<file path="src/rtl/pipe_reg_pkg.sv">
// Shared defaults and helpers for the elastic register chain.
// The stage struct describes one valid/data pair at the default width.
package pipe_reg_pkg;

    localparam int DEFAULT_WIDTH = 32;
    localparam int DEFAULT_DEPTH = 4;

    typedef struct packed {
        logic                     valid;
        logic [DEFAULT_WIDTH-1:0] data;
    } stage_t;

    // Bits needed to count 0..depth valid stages.
    function automatic int occ_width(input int depth);
        return $clog2(depth + 1);
    endfunction

endpackage

</file>
<file path="src/rtl/pipe_reg_stage.sv">
// One valid/data slot of the register chain; loads from upstream when adv is high.
// Build option PIPE_REG_DATA_RESET_EN also clears the data flops on reset and flush.
module pipe_reg_stage
    import pipe_reg_pkg::*;
#(
    parameter int WIDTH = DEFAULT_WIDTH
) (
    input  logic             clk,
    input  logic             rst_n,
    input  logic             flush,
    input  logic             adv,
    input  logic             up_valid,
    input  logic [WIDTH-1:0] up_data,
    output logic             valid,
    output logic [WIDTH-1:0] data
);

    logic             valid_reg;
    logic [WIDTH-1:0] data_reg;

    always_ff @(posedge clk) begin
        if (!rst_n || flush) begin
            valid_reg <= 1'b0;
        end else if (adv) begin
            valid_reg <= up_valid;
        end
    end

`ifdef PIPE_REG_DATA_RESET_EN
    always_ff @(posedge clk) begin
        if (!rst_n || flush) begin
            data_reg <= '0;
        end else if (adv) begin
            data_reg <= up_data;
        end
    end
`else
    // Data flops carry no reset; a flush leaves their contents untouched.
    always_ff @(posedge clk) begin
        if (adv && !flush) begin
            data_reg <= up_data;
        end
    end
`endif

    assign valid = valid_reg;
    assign data  = data_reg;

endmodule

</file>
<file path="src/rtl/pipe_register_chain.sv">
// Elastic DEPTH-stage register with valid/ready at both ends, flush and occupancy count.
// Build option PIPE_REG_DATA_RESET_EN clears stage data on reset and flush.
module pipe_register_chain
    import pipe_reg_pkg::*;
#(
    parameter int WIDTH = DEFAULT_WIDTH,
    parameter int DEPTH = DEFAULT_DEPTH,
    localparam int OCC_W = occ_width(DEPTH)
) (
    input  logic             clk,
    input  logic             rst_n,
    input  logic             flush,
    input  logic             in_valid,
    output logic             in_ready,
    input  logic [WIDTH-1:0] in_data,
    output logic             out_valid,
    input  logic             out_ready,
    output logic [WIDTH-1:0] out_data,
    output logic [OCC_W-1:0] occupancy
);

    localparam logic [OCC_W-1:0] OCC_ONE = OCC_W'(1);

    logic [DEPTH-1:0] adv;
    logic [DEPTH-1:0] v;
    logic [DEPTH-1:0] up_v;
    logic [WIDTH-1:0] d    [DEPTH];
    logic [WIDTH-1:0] up_d [DEPTH];
    logic             accept;
    logic             emit;
    logic [OCC_W-1:0] occ_reg;

    // A stage may move when the next one moves or when it holds nothing,
    // so bubbles are squeezed out; in_ready therefore depends on out_ready.
    always_comb begin
        adv            = '0;
        adv[DEPTH-1]   = out_ready | ~v[DEPTH-1];
        for (int k = DEPTH - 2; k >= 0; k--) begin
            adv[k] = adv[k+1] | ~v[k];
        end
    end

    assign in_ready = adv[0] & ~flush;
    assign accept   = in_valid & in_ready;
    assign emit     = out_valid & out_ready;

    genvar gi;
    generate
        for (gi = 0; gi < DEPTH; gi++) begin : g_stage
            if (gi == 0) begin : g_head
                assign up_v[gi] = accept;
                assign up_d[gi] = in_data;
            end else begin : g_body
                assign up_v[gi] = v[gi-1];
                assign up_d[gi] = d[gi-1];
            end

            pipe_reg_stage #(
                .WIDTH (WIDTH)
            ) u_stage (
                .clk      (clk),
                .rst_n    (rst_n),
                .flush    (flush),
                .adv      (adv[gi]),
                .up_valid (up_v[gi]),
                .up_data  (up_d[gi]),
                .valid    (v[gi]),
                .data     (d[gi])
            );
        end
    endgenerate

    // Tracks popcount(v) incrementally; flush wins over any same-cycle emit.
    always_ff @(posedge clk) begin
        if (!rst_n || flush) begin
            occ_reg <= '0;
        end else if (accept && !emit) begin
            occ_reg <= occ_reg + OCC_ONE;
        end else if (emit && !accept) begin
            occ_reg <= occ_reg - OCC_ONE;
        end
    end

    assign out_valid = v[DEPTH-1];
    assign out_data  = d[DEPTH-1];
    assign occupancy = occ_reg;

endmodule

</file>
<file path="config.mk">
export PLATFORM = sky130hd
export DESIGN_NAME = pipe_register_chain
export DESIGN_NICKNAME = d
export VERILOG_FILES = /design/src/rtl/pipe_reg_pkg.sv /design/src/rtl/pipe_reg_stage.sv /design/src/rtl/pipe_register_chain.sv
export SDC_FILE = /design/constraint.sdc
export NUM_CORES = 1
export LEC_CHECK = 0
export BUFFER_PORTS_ARGS = -buffer_cell sky130_fd_sc_hd__buf_2
export CAP_MARGIN = 10
export CORE_MARGIN = 4
export CORE_UTILIZATION = 40
export CTS_CLUSTER_SIZE = 30
export DETAILED_ROUTE_END_ITERATION = 8
export SLEW_MARGIN = 20
export SYNTH_ARGS = -nofsm -noshare
export SYNTH_HDL_FRONTEND = slang
export SYNTH_SLANG_ARGS = --single-unit
</file>
<file path="constraint.sdc">
create_clock -name clk -period 3.2 [get_ports clk]
set_input_delay 0.16 -clock clk [delete_from_list [all_inputs] [get_ports clk]]
set_output_delay 0.16 -clock clk [all_outputs]
set_load 0.01 [all_outputs]
</file>
==> impl_metrics.toml, run 1 <==
[status]
outcome = "finished clean"

[detailed_routing]
drt_wl_total_um = 5870
drt_iter0_drc = 44
wl_per_cell_um = 13.2
drt_first_pass_iters = 4
antenna_left = 0
drc = 0
vias_per_cell = 4.22
vias = 1871

[synthesis]
synth_area_um2 = 4400
synth_cell_type_count = 18
synth_enable_flop_cells = 128
async_reset_ff_share_pct = 0
synth.ff_latch_count = 135
synth_warnings = 0
synthTopCellsByArea = "edfxtp_1 (87%), buf_4 (5.5%), dfxtp_1 (3.2%), nor2_1 (0.85%), a21oi_1 (0.46%)"
synth_flop_cell = "edfxtp_1"
syn_nets = 234
syn_avg_cell_area_um2 = 22.6
syn-instance-count = 195
synth.largest_area_cell = "edfxtp_1"
synth_top_area_share_pct = 87.4
yosysSeqAreaShare_pct = 90.6

[final_layout]
fin_area_um2 = 5650
register_area_um2 = 3980
syn_to_final_growth_pct = 28.4
nNetsFinal = 329
drive_gt1_share_pct = 36.6
largest_register_ffs = 128
antenna_cells = 0
multi_input_area_um2 = 204
fillers = 860
final_util_pct = 52.3
fin_cells = 443

[power_and_ir_drop]
ir_worst_vdd_mv = 0.338
pwr_density_cell_nw_per_um2 = 719
power_leakage_nw = 2.11

[critical_path]
worstPathCellList = "and4b_1, a21oi_4, and2_1, ha_1, inv_1, fa_1, xor2_1, or3_1, a21oi_1"
max_stage_delay_ps = 370
required_ps = 3630
cp.arrival_ps = 2680
critPathCapture = "occupancy[2]"
path_depth = 9
crit_fanout = 4
reg2reg_from = "g_stage[2].u_stage.valid"
rrSetupSlack_ps = 950
crit_path_start = "g_stage[2].u_stage.valid"
start_kind = "flop"
critPathSlowestCell = "fa_1"
crit_type = "reg -> reg"
cp_num_buf_inv = 1
crit_path_end_kind = "flop"
r2r_end = "occupancy[2]"
reg2reg_depth = 9
crit_family = "simple AND/OR/NAND/NOR gates"

[clocking]
hold_buffers = 33
cts_resized = 0
root_buffer = "clkbuf_8"
cts_tree = "yes"
cts_max_level = 4
cts_buffers = 17
cts_max_path_buffers = 2
clock-sinks = 135
worstSkewPairLatency_ps = 500
post_cts_buffers = 0
clk_pin_slew_ps = 60

[floorplan]
core_area_um2 = 10800
rows = 38
initial_core_util_pct = 40.7
die_area_um2 = 12700
ios = 74
die_h_um = 113
die_w_um = 113

[worst_hold_path]
min_path_type = "in -> reg"
holdPathStages = 3

[global_route]
overflow = 0
antenna_found_initial = 0
grt_start_max_net_pins = 34
grt_pass1_wl_um = 9960
grt_pass1_vias = 2102
grt_usage_pct = 10.5

[placement]
port_buffers = 73
placed_cells = 378
placed_area_um2 = 4750
place_congestion = 0.717

[sta]
report.final.slew_viol_count = 0
timing.fmax_mhz = 445
maxSlewHeadroom_pct = 40.6
finalHoldViolCount = 0
rsz0062_at_grt = "false"
setup_violations = 0
hold-worst-slack_ps = 55.6
period_share_pct = 70.2
finalSetupTns_ps = 0
worst_slew_pin_slew_ps = 889
period_minus_slack_ps = 2250
skew_ps = 8.48

[run]
drv_cap = 0
-- how the worst min path moves through the flow --
stage                           start                          end
final                           rst_n                 occupancy[0]
after global routing            rst_n                 occupancy[0]
after CTS                       rst_n     g_stage[0].u_stage.valid
after detailed placement  in_data[24]  g_stage[0].u_stage.data[24]
after global placement    in_data[14]  g_stage[0].u_stage.data[14]
after floorplan            in_data[0]   g_stage[0].u_stage.data[0]
-- kinds of logic (layout without fill, tap and decap cells) --
family          after synthesis  count (layout)  share of synthesized area, %
xor+xnor                      2               2                         0.398
flops                       135             135                          90.6
fa+ha+maj                     2               2                         0.740
simple gates                 16              16                          1.74
buf+inv                      33             141                          5.55
mux                           1               1                         0.228
compound gates                6               6                         0.768
-- cell usage after synthesis (2+ instances only) --
cell type and n:
edfxtp_1 128, nor2_1 10, buf_4 32, xor2_1 2
a21oi_1 4, dfxtp_1 7
-- per-layer routing --
metal / vias to the layer above / share of wire (%) / track usage, %
met5: - / 0 / 0
met4: 0 / 3.7 / 7.45
met3: 20 / 7.6 / 4.55
met2: 69 / 54 / 17.7
met1: 878 / 35 / 10.3
li1: 904 / - / -
-- area by class of cell --
| class | instances | area share, % |
|---|---|---|
| inverters | 1 | 0.0665 |
| repair buffers | 108 | 12.6 |
| multi-input cells | 27 | 3.61 |
| well taps | 140 | 3.10 |
| clock inverters | 15 | 2.73 |
| clock buffers | 17 | 7.34 |
| flip-flops and latches | 135 | 70.6 |
-- power by group --
part | internal (mW) | switching [mW]
sequential | 2.07 | 0.0269
clock | 1.06 | 0.761
combinational | 0.0665 | 0.0729
-- placed cells by master (no fill, tap or decap), types with 3 or more instances in the layout --
master / Yosys / routed
buf_2: 0 / 73
clkbuf_16: 0 / 16
inv_6: 0 / 8
nor2_1: 10 / 8
a21oi_1: 4 / 3
dfxtp_1: 7 / 7
inv_8: 0 / 3
dlygate4sd3_1: 0 / 33
edfxtp_1: 128 / 128
-- tightest hold or removal path, delay by kind of cell --
family / cells / cell delay [ps]
AND/OR/NAND/NOR: 2 / 280
buffers and inverters: 1 / 70
-- metrics by stage --
stage	power, mW	setup WS [ps]
floorplan	2.20	140
global placement	2.23	1040
detailed placement	2.24	942
CTS	4.12	945
global route	4.23	818
finish	4.06	955
Note: power is estimated with default switching activity, not from simulation.
==> run 2: changes to the inputs <==
- clock period: 3.2 -> 2.2 ns (I/O delays scaled with it)
==> run 2 against run 1 <==
Effect of this change: worst setup slack worse by 800 ps; clock skew down 2.9 ps; die area unchanged; register-to-register slack worse by 800 ps; cell area up 1.7%; wire length down 1.2%; critical path type unchanged; critical endpoint unchanged; highest routed layer unchanged.
==> impl_metrics.toml, run 2 (synthesis gave the netlist of run 1 again) <==
[critical_path]
critPathSlowestCell = "dfxtp_2"
rrSetupSlack_ps = 150
cp_num_buf_inv = 1
crit_family = "simple AND/OR/NAND/NOR gates"
path_depth = 9
start_kind = "flop"
max_stage_delay_ps = 330
crit_path_start = "g_stage[3].u_stage.valid"
reg2reg_from = "g_stage[3].u_stage.valid"
reg2reg_depth = 9
worstPathCellList = "and4b_2, a21oi_4, and2_1, ha_2, inv_2, fa_2, xor2_1, or3_1, a21oi_1"
r2r_end = "occupancy[2]"
crit_type = "reg -> reg"
crit_path_end_kind = "flop"
cp.arrival_ps = 2490
required_ps = 2640
crit_fanout = 4
critPathCapture = "occupancy[2]"

[final_layout]
antenna_cells = 0
final_common_cell = "edfxtp_1"
fin_cells = 452
largest_register_ffs = 128
syn_to_final_growth_pct = 30.5
nNetsFinal = 338
most-common-layout-cells = "edfxtp_1 (128), buf_2 (73), dlygate4sd3_1 (35)"
drive_gt1_share_pct = 38.5

[detailed_routing]
drt_first_pass_iters = 4
drt_iter0_drc = 52
drt_wl_total_um = 5800
drc = 0
antenna_left = 0
vias_per_cell = 4.14
wl_per_cell_um = 12.8
vias = 1873

[sta]
setup_violations = 0
rsz0062_at_grt = "false"
period_minus_slack_ps = 2050
setup_slack_ps = 152
timing.fmax_mhz = 488
maxSlewHeadroom_pct = 63.5
report.final.slew_viol_count = 0
worst_slew_pin_slew_ps = 546
finalHoldViolCount = 0
skew_ps = 5.58
period_share_pct = 93.1

[placement]
dp_slack_ps = 154
place_congestion = 0.683
hpwl_um = 3730
port_buffers = 73
placed_cells = 385

[global_route]
grt_start_max_net_pins = 34
grt_usage_pct = 10.2
grt_pass1_wl_um = 9590
overflow = 0
grt_pass1_vias = 1975
antenna_found_initial = 0

[run]
drv_cap = 0

[clocking]
cts_tree = "yes"
cts_max_path_buffers = 2
hold_buffers = 35
cts_max_level = 4
clk_pin_slew_ps = 60
cts_resized = 0
post_cts_buffers = 0
root_buffer = "clkbuf_8"
worstSkewPairLatency_ps = 510
clock-sinks = 135
cts_buffers = 17

[power_and_ir_drop]
power_leakage_nw = 2.15
pwr_density_cell_nw_per_um2 = 1030
ir_worst_vdd_mv = 0.465

[floorplan]
die_area_um2 = 12700
ios = 74
core_area_um2 = 10800
die_w_um = 113
rows = 38
die_h_um = 113
initial_core_util_pct = 40.7

[status]
outcome = "finished clean"

[worst_hold_path]
min_path_type = "in -> reg"
[run 2: cell types whose count changed in the layout (fill, tap and decap cells not counted), sizes merged]
cell         delta
clkinv          +7
inv             -9
clkbuf          +1
buf             +7
dlygate4sd3     +2
bufinv          +1
[run 2: report_power, final]
group          leakage (nW)  switching, mW  internal [mW]  total (mW)
combinational         0.566          0.109          0.107       0.216
sequential             1.31         0.0373           3.00        3.04
clock                 0.271           1.01           1.62        2.63
total                  2.15           1.16           4.73        5.89
[run 2: layout make-up]
| class | count | area (µm²) |
|---|---|---|
| clock buffers | 18 | 418 |
| clock inverters | 14 | 153 |
| fillers | 843 | 5050 |
| inverters | 1 | 3.75 |
| multi-input cells | 27 | 210 |
| flip-flops and latches | 135 | 3990 |
| well taps | 140 | 175 |
| repair buffers | 117 | 796 |
[run 2: how the worst min path moves through the flow]
stage	cells past startpoint	slack [ps]	to	from
after global placement	1	290	g_stage[0].u_stage.data[2]	in_data[2]
after floorplan	0	210	g_stage[0].u_stage.data[0]	in_data[0]
after global routing	4	50	g_stage[3].u_stage.valid	out_ready
final	4	50	g_stage[3].u_stage.valid	out_ready
after detailed placement	1	290	g_stage[0].u_stage.data[13]	in_data[13]
after CTS	4	7	g_stage[3].u_stage.valid	out_ready
[run 2: worst reg2reg max path: stages (launching register included)]
cell,delay [ps]
dfxtp_2,330
and4b_2,250
a21oi_4,120
and2_1,150
ha_2,190
inv_2,40
fa_2,320
xor2_1,160
or3_1,310
a21oi_1,120
[run 2: per-layer routing]
metal | GRT usage, % | share of wire, % | routed length, µm
met4 | 7.05 | 3.0 | 171
met1 | 9.97 | 35 | 2030
met3 | 4.49 | 6.0 | 347
met2 | 17.4 | 56 | 3240
met5 | 0 | 0 | 0
[run 2: through the flow]
stage / area, µm² / util [%] / total power, mW / setup TNS (ps) / hold WS, ps
after floorplan: 4420 / - / 3.20 / -17330 / 209
after global placement: 4820 / 44.7 / 3.26 / 0 / 287
after detailed placement: 4820 / 44.7 / 3.27 / 0 / 288
after CTS: 5740 / 53.2 / 5.98 / 0 / 7.48
after global routing: 5740 / 53.2 / 6.14 / 0 / 45.5
final: 5740 / 53.2 / 5.89 / 0 / 50.4
==> run 3: changes to the inputs <==
--- a/constraint.sdc
+++ b/constraint.sdc
@@ -3,2 +3,2 @@
 set_output_delay 0.11 -clock clk [all_outputs]
-set_load 0.01 [all_outputs]
+set_load 0.005 [all_outputs]
==> run 3 against run 2 <==
Effect of this change: clock power grew 11%; cell area grew 0.89%; sequential share of layout area shrank 0.61 points; non-clock buffer count shrank 1; via count grew 0.37%; clock skew grew 5.4 ps; wire length grew 2.6%; first-iteration DRC count grew 38%; global-route usage grew 0.061 points; die area is the same; hold slack gained 96 ps; critical endpoint unchanged.
==> impl_metrics.toml, run 3 (synthesis gave the netlist of run 1 again) <==
[detailed_routing]
drt_wl_total_um = 5950
wl_per_cell_um = 13.2
vias = 1880
vias_per_cell = 4.17
drt_iter0_drc = 72
drc = 0
antenna_left = 0
drt_first_pass_iters = 4

[clocking]
post_cts_buffers = 0
cts_max_path_buffers = 2
cts_max_level = 4
cts_tree = "yes"
clock-sinks = 135
cts_buffers = 17
worstSkewPairLatency_ps = 510
clk_pin_slew_ps = 60
root_buffer = "clkbuf_8"

[global_route]
grt_pass1_wl_um = 9510
grt_start_max_net_pins = 34
grt_pass1_vias = 1942
grt_usage_pct = 10.3
overflow = 0
antenna_found_initial = 0

[critical_path]
required_ps = 2650
reg2reg_from = "g_stage[2].u_stage.valid"
rrSetupSlack_ps = 90
reg2reg_depth = 9
max_stage_delay_ps = 340
r2r_end = "occupancy[2]"
crit_fanout = 4
cp.arrival_ps = 2560
worstPathCellList = "and4b_2, a21oi_4, and2_1, ha_2, inv_2, fa_2, xor2_1, or3_1, a21oi_2"
crit_path_end_kind = "flop"
start_kind = "flop"
crit_type = "reg -> reg"
critPathSlowestCell = "dfxtp_2"

[placement]
place_congestion = 0.659
dp_slack_ps = 121
placed_area_um2 = 4800
hpwl_um = 3660
port_buffers = 73

[final_layout]
drive_gt1_share_pct = 37.9
nNetsFinal = 337
final_common_cell = "edfxtp_1"
syn_to_final_growth_pct = 31.7
largest_register_ffs = 128
most-common-layout-cells = "edfxtp_1 (128), buf_2 (73), dlygate4sd3_1 (36)"
antenna_cells = 0
fin_area_um2 = 5790

[power_and_ir_drop]
pwr_density_cell_nw_per_um2 = 1060
power_leakage_nw = 2.17
ir_worst_vdd_mv = 0.456

[sta]
setup_violations = 0
rsz0062_at_grt = "false"
maxSlewHeadroom_pct = 63.9
finalSetupTns_ps = 0
setup_slack_ps = 85.1
worst_slew_pin_slew_ps = 541
period_minus_slack_ps = 2110
timing.fmax_mhz = 473
report.final.slew_viol_count = 0
hold-worst-slack_ps = 146
skew_ps = 11.0
period_share_pct = 96.1
finalHoldViolCount = 0

[worst_hold_path]
holdPathStages = 2
hold_path_startpoint = "flush"
min_path_type = "in -> reg"
whs_endpoint = "g_stage[2].u_stage.data[4]"

[floorplan]
initial_core_util_pct = 40.7
rows = 38
core_area_um2 = 10800
die_area_um2 = 12700
ios = 74
die_h_um = 113
die_w_um = 113

[status]
outcome = "finished clean"

[run]
drv_cap = 0
-- run 3: changes by cell type in the layout (fill, tap and decap cells not counted), sizes merged --
cell | previous run | this run
bufinv | 2 | 5
buf | 82 | 80
clkinv | 8 | 7
clkinvlp | 2 | 1
dlygate4sd3 | 35 | 36
inv | 3 | 2
-- run 3: layout make-up --
cell class                 count  area (µm²)
fill                         833        5000
sequential                   135        3990
timing repair buffer         116         791
clock buffer                  18         418
multi-input combinational     27         214
clock inverter                14         205
tap                          140         175
inverter                       1        3.75
-- run 3: worst max-delay path, delay by kind of cell (launching register included) --
family / cells / cell delay, ps
AND/OR/NAND/NOR: 3 / 740
adder cells (fa/ha/maj): 2 / 520
flip-flops: 1 / 340
AO/OA/AOI/OAI: 2 / 250
XOR/XNOR: 1 / 160
buffers and inverters: 1 / 40
-- run 3: metrics by stage --
stage	util, %	instances	total power [mW]
final	53.7	451	6.16
after floorplan	-	195	3.19
after global routing	53.7	451	6.41
after global placement	44.5	383	3.24
after CTS	53.6	451	6.24
after detailed placement	44.5	383	3.26
-- run 3: worst max path at each step --
stage          cells past startpoint                      from  slack [ps]            to
3_5_place_dp                       9  g_stage[2].u_stage.valid         120  occupancy[2]
6_report                           9  g_stage[2].u_stage.valid          90  occupancy[2]
5_1_grt                            9  g_stage[2].u_stage.valid        0.04  occupancy[2]
3_3_place_gp                       9  g_stage[2].u_stage.valid         210  occupancy[2]
2_1_floorplan                      9  g_stage[2].u_stage.valid        -390  occupancy[2]
4_1_cts                            9  g_stage[2].u_stage.valid          70  occupancy[2]
-- run 3: power breakdown --
part           internal [mW]  switching [mW]  total (mW)
sequential              3.01          0.0388        3.04
clock                   1.94           0.969        2.91
combinational          0.107          0.0965       0.203
total                   5.06            1.10        6.16
-- run 3: routing by layer --
metal	vias up	global-route usage, %	share of wire [%]	routed length, µm
met3	17	4.55	6.8	407
met4	0	6.65	2.8	168
met1	894	9.65	34	2020
li1	914	-	-	-
met5	-	0	0	0
met2	55	18.1	56	3350
-- run 3: repair_timing --
action / in CTS / in global routing
endpoints found under the setup margin: 0 / 1
endpoints found under the hold margin: 39 / 0
hold buffers: 36 / 0
gates resized for setup: 0 / 1
